[config.mk]
export PLATFORM = sky130hd
export DESIGN_NAME = key_debounce
export DESIGN_NICKNAME = d
export VERILOG_FILES = /design/src/rtl/key_debounce.sv
export SDC_FILE = /design/constraint.sdc
export NUM_CORES = 1
export LEC_CHECK = 0
export BUFFER_PORTS_ARGS = -buffer_cell sky130_fd_sc_hd__buf_4
export CORE_ASPECT_RATIO = 0.9
export CORE_MARGIN = 2
export CORE_UTILIZATION = 42
export DETAILED_ROUTE_END_ITERATION = 10
export MAX_ROUTING_LAYER = met4
export PLACE_DENSITY = 0.62
export SYNTH_ARGS = -nofsm -noshare
export SYNTH_HDL_FRONTEND = slang
export SYNTH_SLANG_ARGS = --single-unit
[constraint.sdc]
create_clock -name clk -period 4.9 [get_ports clk]
set_input_delay 0.245 -clock clk [delete_from_list [all_inputs] [get_ports clk]]
set_output_delay 0.245 -clock clk [all_outputs]
set_load 0.05 [all_outputs]
[src/rtl/key_debounce.sv]
// Per-channel two-flop synchroniser, stable-window debouncer and press/release pulse generator.
// Optional long-press pulse: compile with KEY_DEBOUNCE_LONG_PRESS_EN defined.
module key_debounce #(
    parameter int KEY_W        = 4,
    parameter int DEBOUNCE_CYC = 240000,
    parameter int PRESS_LEVEL  = 1,
    parameter int LONG_CYC     = 12000000
) (
    input  logic             clk,
    input  logic             rst_n,
    input  logic [KEY_W-1:0] key_raw,
    output logic [KEY_W-1:0] key_state,
    output logic [KEY_W-1:0] key_press,
    output logic [KEY_W-1:0] key_release,
    output logic [KEY_W-1:0] key_long
);

    localparam int   CNT_W     = $clog2(DEBOUNCE_CYC + 1);
    localparam logic PRESS_BIT = (PRESS_LEVEL != 0);

    if (DEBOUNCE_CYC < 2 || LONG_CYC < 2) begin : g_bad_param
        $error("key_debounce: DEBOUNCE_CYC and LONG_CYC must be at least 2");
    end

    logic [KEY_W-1:0] sync1;
    logic [KEY_W-1:0] sync2;

    always_ff @(posedge clk) begin
        if (!rst_n) begin
            sync1 <= {KEY_W{~PRESS_BIT}};
            sync2 <= {KEY_W{~PRESS_BIT}};
        end else begin
            sync1 <= key_raw;
            sync2 <= sync1;
        end
    end

    for (genvar i = 0; i < KEY_W; i++) begin : g_ch
        logic             n;
        logic [CNT_W-1:0] cnt;
        logic             state_q;
        logic             press_q;
        logic             release_q;

        assign n = (sync2[i] == PRESS_BIT);

        always_ff @(posedge clk) begin
            if (!rst_n) begin
                cnt       <= '0;
                state_q   <= 1'b0;
                press_q   <= 1'b0;
                release_q <= 1'b0;
            end else begin
                press_q   <= 1'b0;
                release_q <= 1'b0;
                if (n == state_q) begin
                    cnt <= '0;
                end else if (cnt == CNT_W'(DEBOUNCE_CYC - 1)) begin
                    state_q   <= n;
                    cnt       <= '0;
                    press_q   <= n;
                    release_q <= ~n;
                end else begin
                    cnt <= cnt + 1'b1;
                end
            end
        end

        assign key_state[i]   = state_q;
        assign key_press[i]   = press_q;
        assign key_release[i] = release_q;

`ifdef KEY_DEBOUNCE_LONG_PRESS_EN
        localparam int LONG_W = $clog2(LONG_CYC + 1);

        logic [LONG_W-1:0] hold_cnt;
        logic              long_q;

        // The press pulse trails key_state by one clock, so clearing on it and
        // counting from the next clock lands key_long exactly LONG_CYC after key_press.
        always_ff @(posedge clk) begin
            if (!rst_n) begin
                hold_cnt <= '0;
                long_q   <= 1'b0;
            end else if (!state_q || press_q) begin
                hold_cnt <= '0;
                long_q   <= 1'b0;
            end else if (hold_cnt != LONG_W'(LONG_CYC - 1)) begin
                hold_cnt <= hold_cnt + 1'b1;
                long_q   <= (hold_cnt == LONG_W'(LONG_CYC - 2));
            end else begin
                long_q   <= 1'b0;
            end
        end

        assign key_long[i] = long_q;
`else
        assign key_long[i] = 1'b0;
`endif
    end

endmodule

==> results of run 1 <==
==> flip-flops by register name (all words and copies together) (netlist names) <==
| name | cells |
|---|---|
| g_ch.press_q | 4 |
| sync2 | 4 |
| g_ch.state_q | 4 |
| sync1 | 4 |
| g_ch.cnt | 72 |
| g_ch.release_q | 4 |
==> cells in the final DEF (no fill, tap or decap), types with 8 or more instances in the layout <==
| cell | n |
|---|---|
| sky130_fd_sc_hd__clkbuf_8 | 9 |
| sky130_fd_sc_hd__nor4_1 | 9 |
| sky130_fd_sc_hd__and4_1 | 9 |
| sky130_fd_sc_hd__nand3_1 | 24 |
| sky130_fd_sc_hd__or4_1 | 11 |
| sky130_fd_sc_hd__a21oi_1 | 22 |
| sky130_fd_sc_hd__nor3_1 | 8 |
| sky130_fd_sc_hd__nor2_1 | 56 |
| sky130_fd_sc_hd__buf_4 | 17 |
| sky130_fd_sc_hd__dfxtp_1 | 92 |
| sky130_fd_sc_hd__o21ai_0 | 15 |
| sky130_fd_sc_hd__nand2_1 | 27 |
| sky130_fd_sc_hd__xnor2_1 | 19 |
| sky130_fd_sc_hd__xor2_1 | 28 |
| sky130_fd_sc_hd__inv_1 | 12 |
| sky130_fd_sc_hd__nand4_1 | 24 |
| sky130_fd_sc_hd__or3_1 | 15 |
| sky130_fd_sc_hd__and2_1 | 14 |
==> worst register-to-register path, stage by stage (launching register included) <==
cell and delay, ps:
sky130_fd_sc_hd__dfxtp_1 370, sky130_fd_sc_hd__or4b_1 540, sky130_fd_sc_hd__or3_1 430, sky130_fd_sc_hd__o211ai_2 620
sky130_fd_sc_hd__nor2_1 120
==> cells by family after synthesis <==
| family | after synthesis | share of synthesized area, % |
|---|---|---|
| muxes | 1 | 0.246 |
| DFF | 92 | 45.2 |
| adders and majority gates | 4 | 1.23 |
| and+or+nand+nor | 219 | 29.4 |
| other | 1 | 0.0920 |
| AOI/OAI and AO/OA | 49 | 7.74 |
| buffers and inverters | 40 | 5.96 |
| xor gates and xnor gates | 47 | 10.1 |
==> layout make-up <==
| cell class | instances | share of cell area, % |
|---|---|---|
| Clock buffer | 9 | 2.81 |
| Clock inverter | 7 | 2.39 |
| Inverter | 12 | 1.02 |
| Multi-Input combinational cell | 324 | 45.5 |
| Sequential cell | 92 | 41.8 |
| Tap cell | 126 | 3.58 |
| Timing Repair Buffer | 17 | 2.90 |
==> where the power goes <==
| part | leakage (nW) | total, mW | switching (mW) | internal [mW] |
|---|---|---|---|---|
| Clock | 0.113 | 0.588 | 0.291 | 0.296 |
| Combinational | 0.535 | 0.0244 | 0.0176 | 0.00677 |
| Sequential | 0.743 | 0.753 | 0.00223 | 0.751 |
| Total | 1.39 | 1.37 | 0.311 | 1.05 |
==> layer usage <==
metal	track usage, %	up-vias	wire length (µm)
met1	18.8	1440	3570
met3	3.82	11	248
li1	-	1583	-
met2	24.1	50	3410
met5	-	-	0
met4	6.51	0	124
==> metrics by stage <==
stage / instances / power (mW) / cell area (µm²)
floorplan: 456 / 0.793 / 4090
finish: 587 / 1.37 / 4400
detailed placement: 571 / 0.796 / 4170
global placement: 571 / 0.795 / 4170
global route: 587 / 1.42 / 4400
CTS: 587 / 1.38 / 4400
==> path summary, 6_finish.rpt <==
path | end | cells past startpoint
worst max register to register | g_ch[0].cnt[5] | 4
worst max-delay path | g_ch[0].cnt[5] | 4
worst min-delay path | sync1[3] | 2
worst min register to register | sync2[1] | 1
==> flow_summary.json, run 1 <==
{
  "gpl.final_weighted_congestion": 0.725,
  "required_ps": 5130,
  "yosys_register_bits": 92,
  "postCtsSetupRepairBufs": 0,
  "count_of_flip_flops_with_a_built_in_enable_after_synthesis": 0,
  "sequence_of_cells_on_the_critical_path": "or4b_1, or3_1, o211ai_2, nor2_1",
  "maxCapViolCount": 0,
  "multi_input_area_um2": 2000,
  "area_delta_synth_final_pct": 8.05,
  "run_status": "completed",
  "start_kind": "register",
  "timing.final.max_slew_violations": 0,
  "rsz_0062_raised_after_global_routing": "false",
  "num_antenna_cells": 0,
  "post_route_cells_drive_above_1_share_pct": 9.11,
  "largest_net_degree_at_the_start_of_global_routing": 20,
  "fmax_mhz": 452,
  "clkSinkCount": 92,
  "drt-pass1-iter-count": 5,
  "worst_path_max_delay_cell": "sky130_fd_sc_hd__o211ai_2",
  "synth_sequential_area_ratio_pct": 45.2,
  "synth.area.top_cells": "sky130_fd_sc_hd__dfxtp_1, sky130_fd_sc_hd__xor2_1, sky130_fd_sc_hd__nor2_1",
  "regToRegStartpoint": "g_ch[0].cnt[10]",
  "path_class": "register to register",
  "grt_pass1_vias": 2901,
  "post_synth.cell_area_avg_um2": 8.99,
  "launch_point_of_the_worst_path": "g_ch[0].cnt[10]",
  "yosys_warnings": 0,
  "finalSetupViolCount": 0,
  "postLayoutSetupSlackWorst_ps": 2690,
  "cts.htree.levels": 3,
  "vdd_drop_max_v": 0.000158,
  "dp_hpwl_um": 5040,
  "grt_antenna_before_repair": 0,
  "std_cell_rows": 34,
  "number_of_clock_buffers_inserted_by_tritoncts": 9,
  "grt-ovfl-total": 0,
  "async_reset_ff_share_pct": 0,
  "dr.first_iter.drc_count": 64,
  "fin_util_pct": 46.0,
  "drt.antenna.violating_nets": 0,
  "hold-worst-slack_ps": 81.2,
  "seq_area_um2": 1840,
  "area_of_the_die_um2": 10500,
  "initial_core_util_pct": 42.6,
  "mappedNetlistArea_um2": 4070,
  "chipHeight_um": 97.4,
  "actual_slew_at_the_worst_max_slew_pin_ps": 751,
  "critical_path_peak_fanout": 18,
  "grt_first_pass_wirelength_um": 12700,
  "detail_route.wl_per_cell_um": 12.5,
  "fin_setup_tns_ps": 0,
  "report.final.hold_viol_count": 0,
  "nets": 466,
  "critical-path-top-delay-family": "simple AND/OR/NAND/NOR gates",
  "via_count": 3084,
  "ctsHoldBuffers": 0,
  "netlist_instances": 453,
  "post-route-drc-count": 0,
  "placement.io_buffers": 17,
  "number_of_top_level_pins": 22,
  "cts_tree": "built",
  "core_region_area_um2": 9570,
  "final.period_utilization_pct": 45.1,
  "min_period_ps": 2210,
  "cts_root_buf": "sky130_fd_sc_hd__clkbuf_8",
  "worst_clock_skew_ps": 9.95,
  "post_cts_resized": 0,
  "longest_individual_stage_delay_on_the_worst_path_ps": 620,
  "clock_insertion_delay_worst_skew_ps": 370,
  "detailedPlace.worstSlack_ps": 2690,
  "worstSetupEndpointType": "register",
  "number_of_library_cell_types_mapped_by_synthesis": 43,
  "pwr_density_cell_nw_per_um2": 310,
  "hold_start": "key_raw[3]",
  "r2r_slack_ps": 2690,
  "synth_area_leader_cell": "sky130_fd_sc_hd__dfxtp_1",
  "cts_max_path_buffers": 2,
  "synth_most_common_cell": "sky130_fd_sc_hd__dfxtp_1",
  "vias_per_cell": 5.25,
  "holdCritPathClass": "input pin to register",
  "die_x_um": 108,
  "max-slew-margin-rel_pct": 49.8,
  "grtUsageTotal_pct": 15.4,
  "synth_top_flop_cell": "sky130_fd_sc_hd__dfxtp_1",
  "final.fill_count": 933,
  "p_leak_nw": 1.39,
  "synth_largest_type_area_fraction_pct": 45.2,
  "path_clk_slew_ps": 90,
  "postRouteWirelength_um": 7350,
  "worst-path-buf-inv": 0,
  "synth.top_cells.by_count": "sky130_fd_sc_hd__dfxtp_1, sky130_fd_sc_hd__nor2_1, sky130_fd_sc_hd__xor2_1, sky130_fd_sc_hd__nand2_1",
  "timing.critical_path.arrival_ps": 2440
}
Note: power is estimated with default switching activity, not from simulation.
==> run 2: changes to the inputs <==
Clock period 4.9 ns to 2.2 ns, I/O delays scaled along.
==> run 2 against run 1 <==
Cell count rose by 2.4%. Sequential share of layout area fell by 0.77 points. Clock power rose by 84%. Routed wire length rose by 2.5%. Die area did not move. Critical path depth stayed put. Sequential cell count stayed put. Worst setup slack got worse by 2500 ps.
==> flow_summary.json, run 2 (synthesis gave the netlist of run 1 again) <==
{
  "number_of_top_level_pins": 22,
  "grt-ovfl-total": 0,
  "register_ranked_first_by_flip_flop_count": "g_ch.cnt",
  "detail_route.wl_per_cell_um": 12.5,
  "actual_slew_at_the_worst_max_slew_pin_ps": 512,
  "area_of_the_die_um2": 10500,
  "cp-endpoint": "g_ch[1].cnt[17]",
  "pwr_density_cell_nw_per_um2": 630,
  "reg2reg_depth": 4,
  "chipHeight_um": 97.4,
  "number_of_clock_buffers_inserted_by_tritoncts": 9,
  "layout.cells.most_common": "sky130_fd_sc_hd__dfxtp_1",
  "fin_setup_tns_ps": 0,
  "drt-pass1-iter-count": 4,
  "maxCapViolCount": 0,
  "longest_individual_stage_delay_on_the_worst_path_ps": 670,
  "nets": 480,
  "detailedPlace.worstSlack_ps": 246,
  "final_cells": 601,
  "core_region_area_um2": 9570,
  "path_clk_slew_ps": 90,
  "cts_max_path_buffers": 2,
  "min_period_ps": 1970,
  "vdd_drop_max_v": 0.000329,
  "postLayoutSetupSlackWorst_ps": 230,
  "sequence_of_cells_on_the_critical_path": "nand4_1, or4_1, or4_1, a21oi_1",
  "holdCritPathClass": "input pin to register",
  "worst_path_max_delay_cell": "sky130_fd_sc_hd__or4_1",
  "timing.final.max_slew_violations": 0,
  "clock_insertion_delay_worst_skew_ps": 360,
  "drt.antenna.violating_nets": 0,
  "p_leak_nw": 1.44,
  "dr.first_iter.drc_count": 84,
  "grt_pass1_vias": 2950,
  "cts.htree.levels": 3,
  "clkSinkCount": 92,
  "run_status": "completed",
  "critical_path_peak_fanout": 7,
  "placement.io_buffers": 17,
  "die_x_um": 108,
  "initial_core_util_pct": 42.6,
  "timing.critical_path.arrival_ps": 2270,
  "postCtsSetupRepairBufs": 0,
  "regToRegStartpoint": "g_ch[1].cnt[2]",
  "hold-worst-slack_ps": 112,
  "fin_util_pct": 46.8,
  "required_ps": 2500,
  "via_count": 3127,
  "cts_root_buf": "sky130_fd_sc_hd__clkbuf_8",
  "ctsHoldBuffers": 4,
  "worstSetupEndpointType": "register",
  "fmax_mhz": 508,
  "final.fill_count": 937,
  "most-common-layout-cells": "sky130_fd_sc_hd__dfxtp_1, sky130_fd_sc_hd__nor2_1, sky130_fd_sc_hd__xor2_1, sky130_fd_sc_hd__nand2_1, sky130_fd_sc_hd__buf_4",
  "placedCellCount": 581,
  "rsz_0062_raised_after_global_routing": "false",
  "post_route_cells_drive_above_1_share_pct": 10.5,
  "final.period_utilization_pct": 89.5,
  "post-route-drc-count": 0,
  "grt_antenna_before_repair": 0,
  "area_delta_synth_final_pct": 10.1,
  "start_kind": "register",
  "multi_input_area_um2": 2000,
  "report.final.hold_viol_count": 0,
  "max-slew-margin-rel_pct": 65.5,
  "grt_first_pass_wirelength_um": 13000,
  "path_class": "register to register",
  "num_antenna_cells": 0,
  "postRouteWirelength_um": 7530,
  "vias_per_cell": 5.20,
  "finalSetupViolCount": 0,
  "std_cell_rows": 34,
  "seq_area_um2": 1840,
  "launch_point_of_the_worst_path": "g_ch[1].cnt[2]",
  "grtUsageTotal_pct": 15.6,
  "largest_register_ffs": 72,
  "cts_tree": "built",
  "r2r_slack_ps": 230,
  "worst_clock_skew_ps": 8.67,
  "most_common_cell_type_on_the_critical_path": "sky130_fd_sc_hd__or4_1",
  "reg2reg_to": "g_ch[1].cnt[17]",
  "largest_net_degree_at_the_start_of_global_routing": 20,
  "dp_hpwl_um": 5190,
  "gpl.final_weighted_congestion": 0.787,
  "post_cts_resized": 0
}
-- run 2: changes by cell type in the layout (fill, tap and decap cells not counted) --
cell,delta
sky130_fd_sc_hd__clkinv_2,+3
sky130_fd_sc_hd__buf_4,+9
sky130_fd_sc_hd__bufinv_16,-1
sky130_fd_sc_hd__dlygate4sd3_1,+4
sky130_fd_sc_hd__inv_6,-3
sky130_fd_sc_hd__buf_12,+1
sky130_fd_sc_hd__inv_8,-1
sky130_fd_sc_hd__clkbuf_1,+2
-- run 2: report_power, final --
group          total (mW)  internal [mW]  switching (mW)
logic              0.0642         0.0225          0.0417
clock network        1.08          0.520           0.564
registers            1.68           1.67         0.00502
-- run 2: routing by layer --
metal / GRT usage, % / wire length [µm] / vias to the layer above
li1: - / - / 1616
met1: 18.3 / 3570 / 1451
met2: 25.3 / 3560 / 48
met3: 4.76 / 281 / 12
met4: 5.52 / 118 / 0
met5: - / 0 / -
-- run 2: worst min-delay path by stage --
stage | from | to | slack, ps | cells past startpoint
detailed placement | key_raw[3] | sync1[3] | 320 | 2
global placement | key_raw[3] | sync1[3] | 320 | 2
floorplan | key_raw[0] | sync1[0] | 240 | 1
CTS | rst_n | g_ch[3].press_q | 100 | 3
finish | rst_n | g_ch[3].press_q | 110 | 3
global route | rst_n | g_ch[3].press_q | 110 | 3
-- run 2: worst max-delay path: cells and delay by family (launching register included) --
kind | cells | cell delay, ps
AOI/OAI and AO/OA | 1 | 150
DFF | 1 | 430
and+or+nand+nor | 3 | 1330
-- run 2: final cells by class --
type                            count  area share, %
Sequential cell                    92           41.1
Clock buffer                       11           2.93
Clock inverter                      5           1.17
Inverter                           12           1.00
Multi-Input combinational cell    324           44.6
Tap cell                          126           3.52
Timing Repair Buffer               31           5.69
-- run 2: stage by stage --
step | instance area (µm²) | power [mW]
finish | 4480 | 2.83
global placement | 4260 | 1.77
floorplan | 4090 | 1.77
CTS | 4480 | 2.87
global route | 4480 | 2.94
detailed placement | 4260 | 1.78
==> run 3: changes to the inputs <==
Settings changed: ABC_AREA set to 1, MAX_ROUTING_LAYER met4 to unset.
==> run 3 against run 2 <==
Highest routed layer unchanged. Routed wire length rose by 19%. Design area rose by 12%. Synthesized cell count rose by 44%. Critical path depth rose by 2. Worst setup slack improved by 420 ps.
==> flow_summary.json, run 3 <==
{
  "cts.htree.levels": 3,
  "synth.area.top_cells": "sky130_fd_sc_hd__dfxtp_1, sky130_fd_sc_hd__nand2_1, sky130_fd_sc_hd__nor2_1",
  "grtUsageTotal_pct": 16.3,
  "min_path_cells": 3,
  "reg2reg_depth": 6,
  "timing.critical_path.arrival_ps": 1760,
  "synth_area_leader_cell": "sky130_fd_sc_hd__dfxtp_1",
  "worst_clock_skew_ps": 6.77,
  "number_of_library_cell_types_mapped_by_synthesis": 32,
  "synth_most_common_cell": "sky130_fd_sc_hd__nand2_1",
  "vias_per_cell": 4.84,
  "pwr_density_cell_nw_per_um2": 634,
  "clkSinkCount": 92,
  "postLayoutSetupSlackWorst_ps": 653,
  "postLayoutCellArea_um2": 5030,
  "path_class": "register to register",
  "drt.antenna.violating_nets": 0,
  "yosys_register_bits": 92,
  "final.period_utilization_pct": 70.3,
  "post_cts_resized": 0,
  "p_leak_nw": 1.65,
  "postRouteWirelength_um": 8930,
  "chipHeight_um": 103,
  "largest_register_ffs": 72,
  "layout.cells.most_common": "sky130_fd_sc_hd__nand2_1",
  "path_clk_slew_ps": 70,
  "report.final.hold_viol_count": 0,
  "holdCritPathClass": "input pin to register",
  "required_ps": 2420,
  "dr.first_iter.drc_count": 255,
  "grt_antenna_before_repair": 0,
  "final_cells": 806,
  "synth.top_cells.by_count": "sky130_fd_sc_hd__nand2_1, sky130_fd_sc_hd__nor2_1, sky130_fd_sc_hd__dfxtp_1, sky130_fd_sc_hd__inv_1, sky130_fd_sc_hd__nand3_1",
  "die_x_um": 114,
  "grt_pass1_vias": 3535,
  "largest_net_degree_at_the_start_of_global_routing": 19,
  "count_of_flip_flops_with_a_built_in_enable_after_synthesis": 0,
  "std_cell_rows": 36,
  "detail_route.wl_per_cell_um": 11.1,
  "synth_sequential_area_ratio_pct": 40.3,
  "vdd_drop_max_v": 0.000318,
  "cts_max_path_buffers": 2,
  "timing.final.max_slew_violations": 0,
  "placedCellCount": 786,
  "area_of_the_die_um2": 11700,
  "run_status": "completed",
  "clock_insertion_delay_worst_skew_ps": 340,
  "min_period_ps": 1550,
  "cts_tree": "built",
  "hold-worst-slack_ps": 89.7,
  "drt-pass1-iter-count": 5,
  "detailedPlace.worstSlack_ps": 664,
  "area_delta_synth_final_pct": 9.90,
  "nets": 678,
  "critical_path_peak_fanout": 18,
  "grt_first_pass_wirelength_um": 15500,
  "synth_top_flop_cell": "sky130_fd_sc_hd__dfxtp_1",
  "async_reset_ff_share_pct": 0,
  "register_ranked_first_by_flip_flop_count": "g_ch.cnt",
  "start_kind": "register",
  "cts_root_buf": "sky130_fd_sc_hd__clkbuf_16",
  "power.total_mw": 3.19,
  "fmax_mhz": 646,
  "placed_cell_area_um2": 4710,
  "number_of_clock_buffers_inserted_by_tritoncts": 9,
  "fin_setup_tns_ps": 0,
  "post-route-drc-count": 0,
  "number_of_top_level_pins": 22,
  "via_count": 3899,
  "dp_hpwl_um": 6500,
  "yosys_warnings": 0,
  "grt-ovfl-total": 0,
  "initial_core_util_pct": 42.7,
  "core_region_area_um2": 10700,
  "rsz_0062_raised_after_global_routing": "false",
  "mappedNetlistArea_um2": 4570,
  "worstSetupEndpointType": "register",
  "netlist_instances": 654,
  "placement.io_buffers": 17,
  "most-common-layout-cells": "sky130_fd_sc_hd__nand2_1, sky130_fd_sc_hd__nor2_1, sky130_fd_sc_hd__dfxtp_1, sky130_fd_sc_hd__inv_1, sky130_fd_sc_hd__nand3_1",
  "post_synth.cell_area_avg_um2": 6.99,
  "num_antenna_cells": 0,
  "synth_largest_type_area_fraction_pct": 40.3,
  "post_route_cells_drive_above_1_share_pct": 11.1,
  "fin_util_pct": 46.9,
  "finalSetupViolCount": 0,
  "maxCapViolCount": 0,
  "gpl.final_weighted_congestion": 0.904
}
run 3: changes by cell type in the layout (fill, tap and decap cells not counted), moves of 10 or more:
cell,delta
sky130_fd_sc_hd__or3_1,-15
sky130_fd_sc_hd__nor2_2,+17
sky130_fd_sc_hd__and2_1,-13
sky130_fd_sc_hd__xnor2_1,-12
sky130_fd_sc_hd__nand2_1,+120
sky130_fd_sc_hd__or4_1,-11
sky130_fd_sc_hd__inv_1,+66
sky130_fd_sc_hd__a21oi_1,+10
sky130_fd_sc_hd__xor2_1,-10
sky130_fd_sc_hd__nand3_1,+14
sky130_fd_sc_hd__nor2_1,+60
run 3: metal layers:
| metal | part of all wire (%) | track usage [%] | routed length, µm |
|---|---|---|---|
| met1 | 48 | 20.8 | 4330 |
| met2 | 46 | 26.7 | 4070 |
| met3 | 4.4 | 4.35 | 392 |
| met4 | 1.6 | 6.38 | 144 |
| met5 | 0 | 0 | 0 |
run 3: worst max-delay path: stages (launching register included):
cell	delay (ps)
sky130_fd_sc_hd__dfxtp_1	420
sky130_fd_sc_hd__ha_1	250
sky130_fd_sc_hd__nand3_2	120
sky130_fd_sc_hd__nor2_4	200
sky130_fd_sc_hd__nand3_4	120
sky130_fd_sc_hd__nand2_4	240
sky130_fd_sc_hd__a21oi_1	70
run 3: cell families after synthesis:
kind of cell	Yosys count	share of synthesized area, %
AOI/OAI and AO/OA	55	6.37
xor gates and xnor gates	25	4.79
adders and majority gates	4	1.09
buffers and inverters	102	10.4
DFF	92	40.3
other	1	0.0820
and+or+nand+nor	375	37.0
run 3: layout make-up:
cell class                 instances  area (µm²)
multi-input combinational        463        2270
fill                            1085        5690
sequential                        92        1840
timing repair buffer              21         168
clock buffer                      10         229
inverter                          81         304
tap                              133         166
clock inverter                     6        51.3
run 3: path summary, 6_finish.rpt:
kind                        from              end  slack [ps]
hold reg to reg         sync1[0]         sync2[0]         410
setup reg to reg  g_ch[2].cnt[0]  g_ch[2].cnt[17]         650
setup / recovery  g_ch[2].cnt[0]  g_ch[2].cnt[17]         650
hold / removal             rst_n         sync1[1]          90
run 3: repair_timing:
item,4_1_cts,5_1_grt
hold buffers,4,0
hold endpoints to repair,4,0
setup buffers,0,0
run 3: where the power goes:
part | total, mW | switching, mW | internal (mW)
Combinational | 0.0666 | 0.0461 | 0.0204
Clock | 1.44 | 0.665 | 0.776
Sequential | 1.68 | 0.00628 | 1.67
Total | 3.19 | 0.718 | 2.47
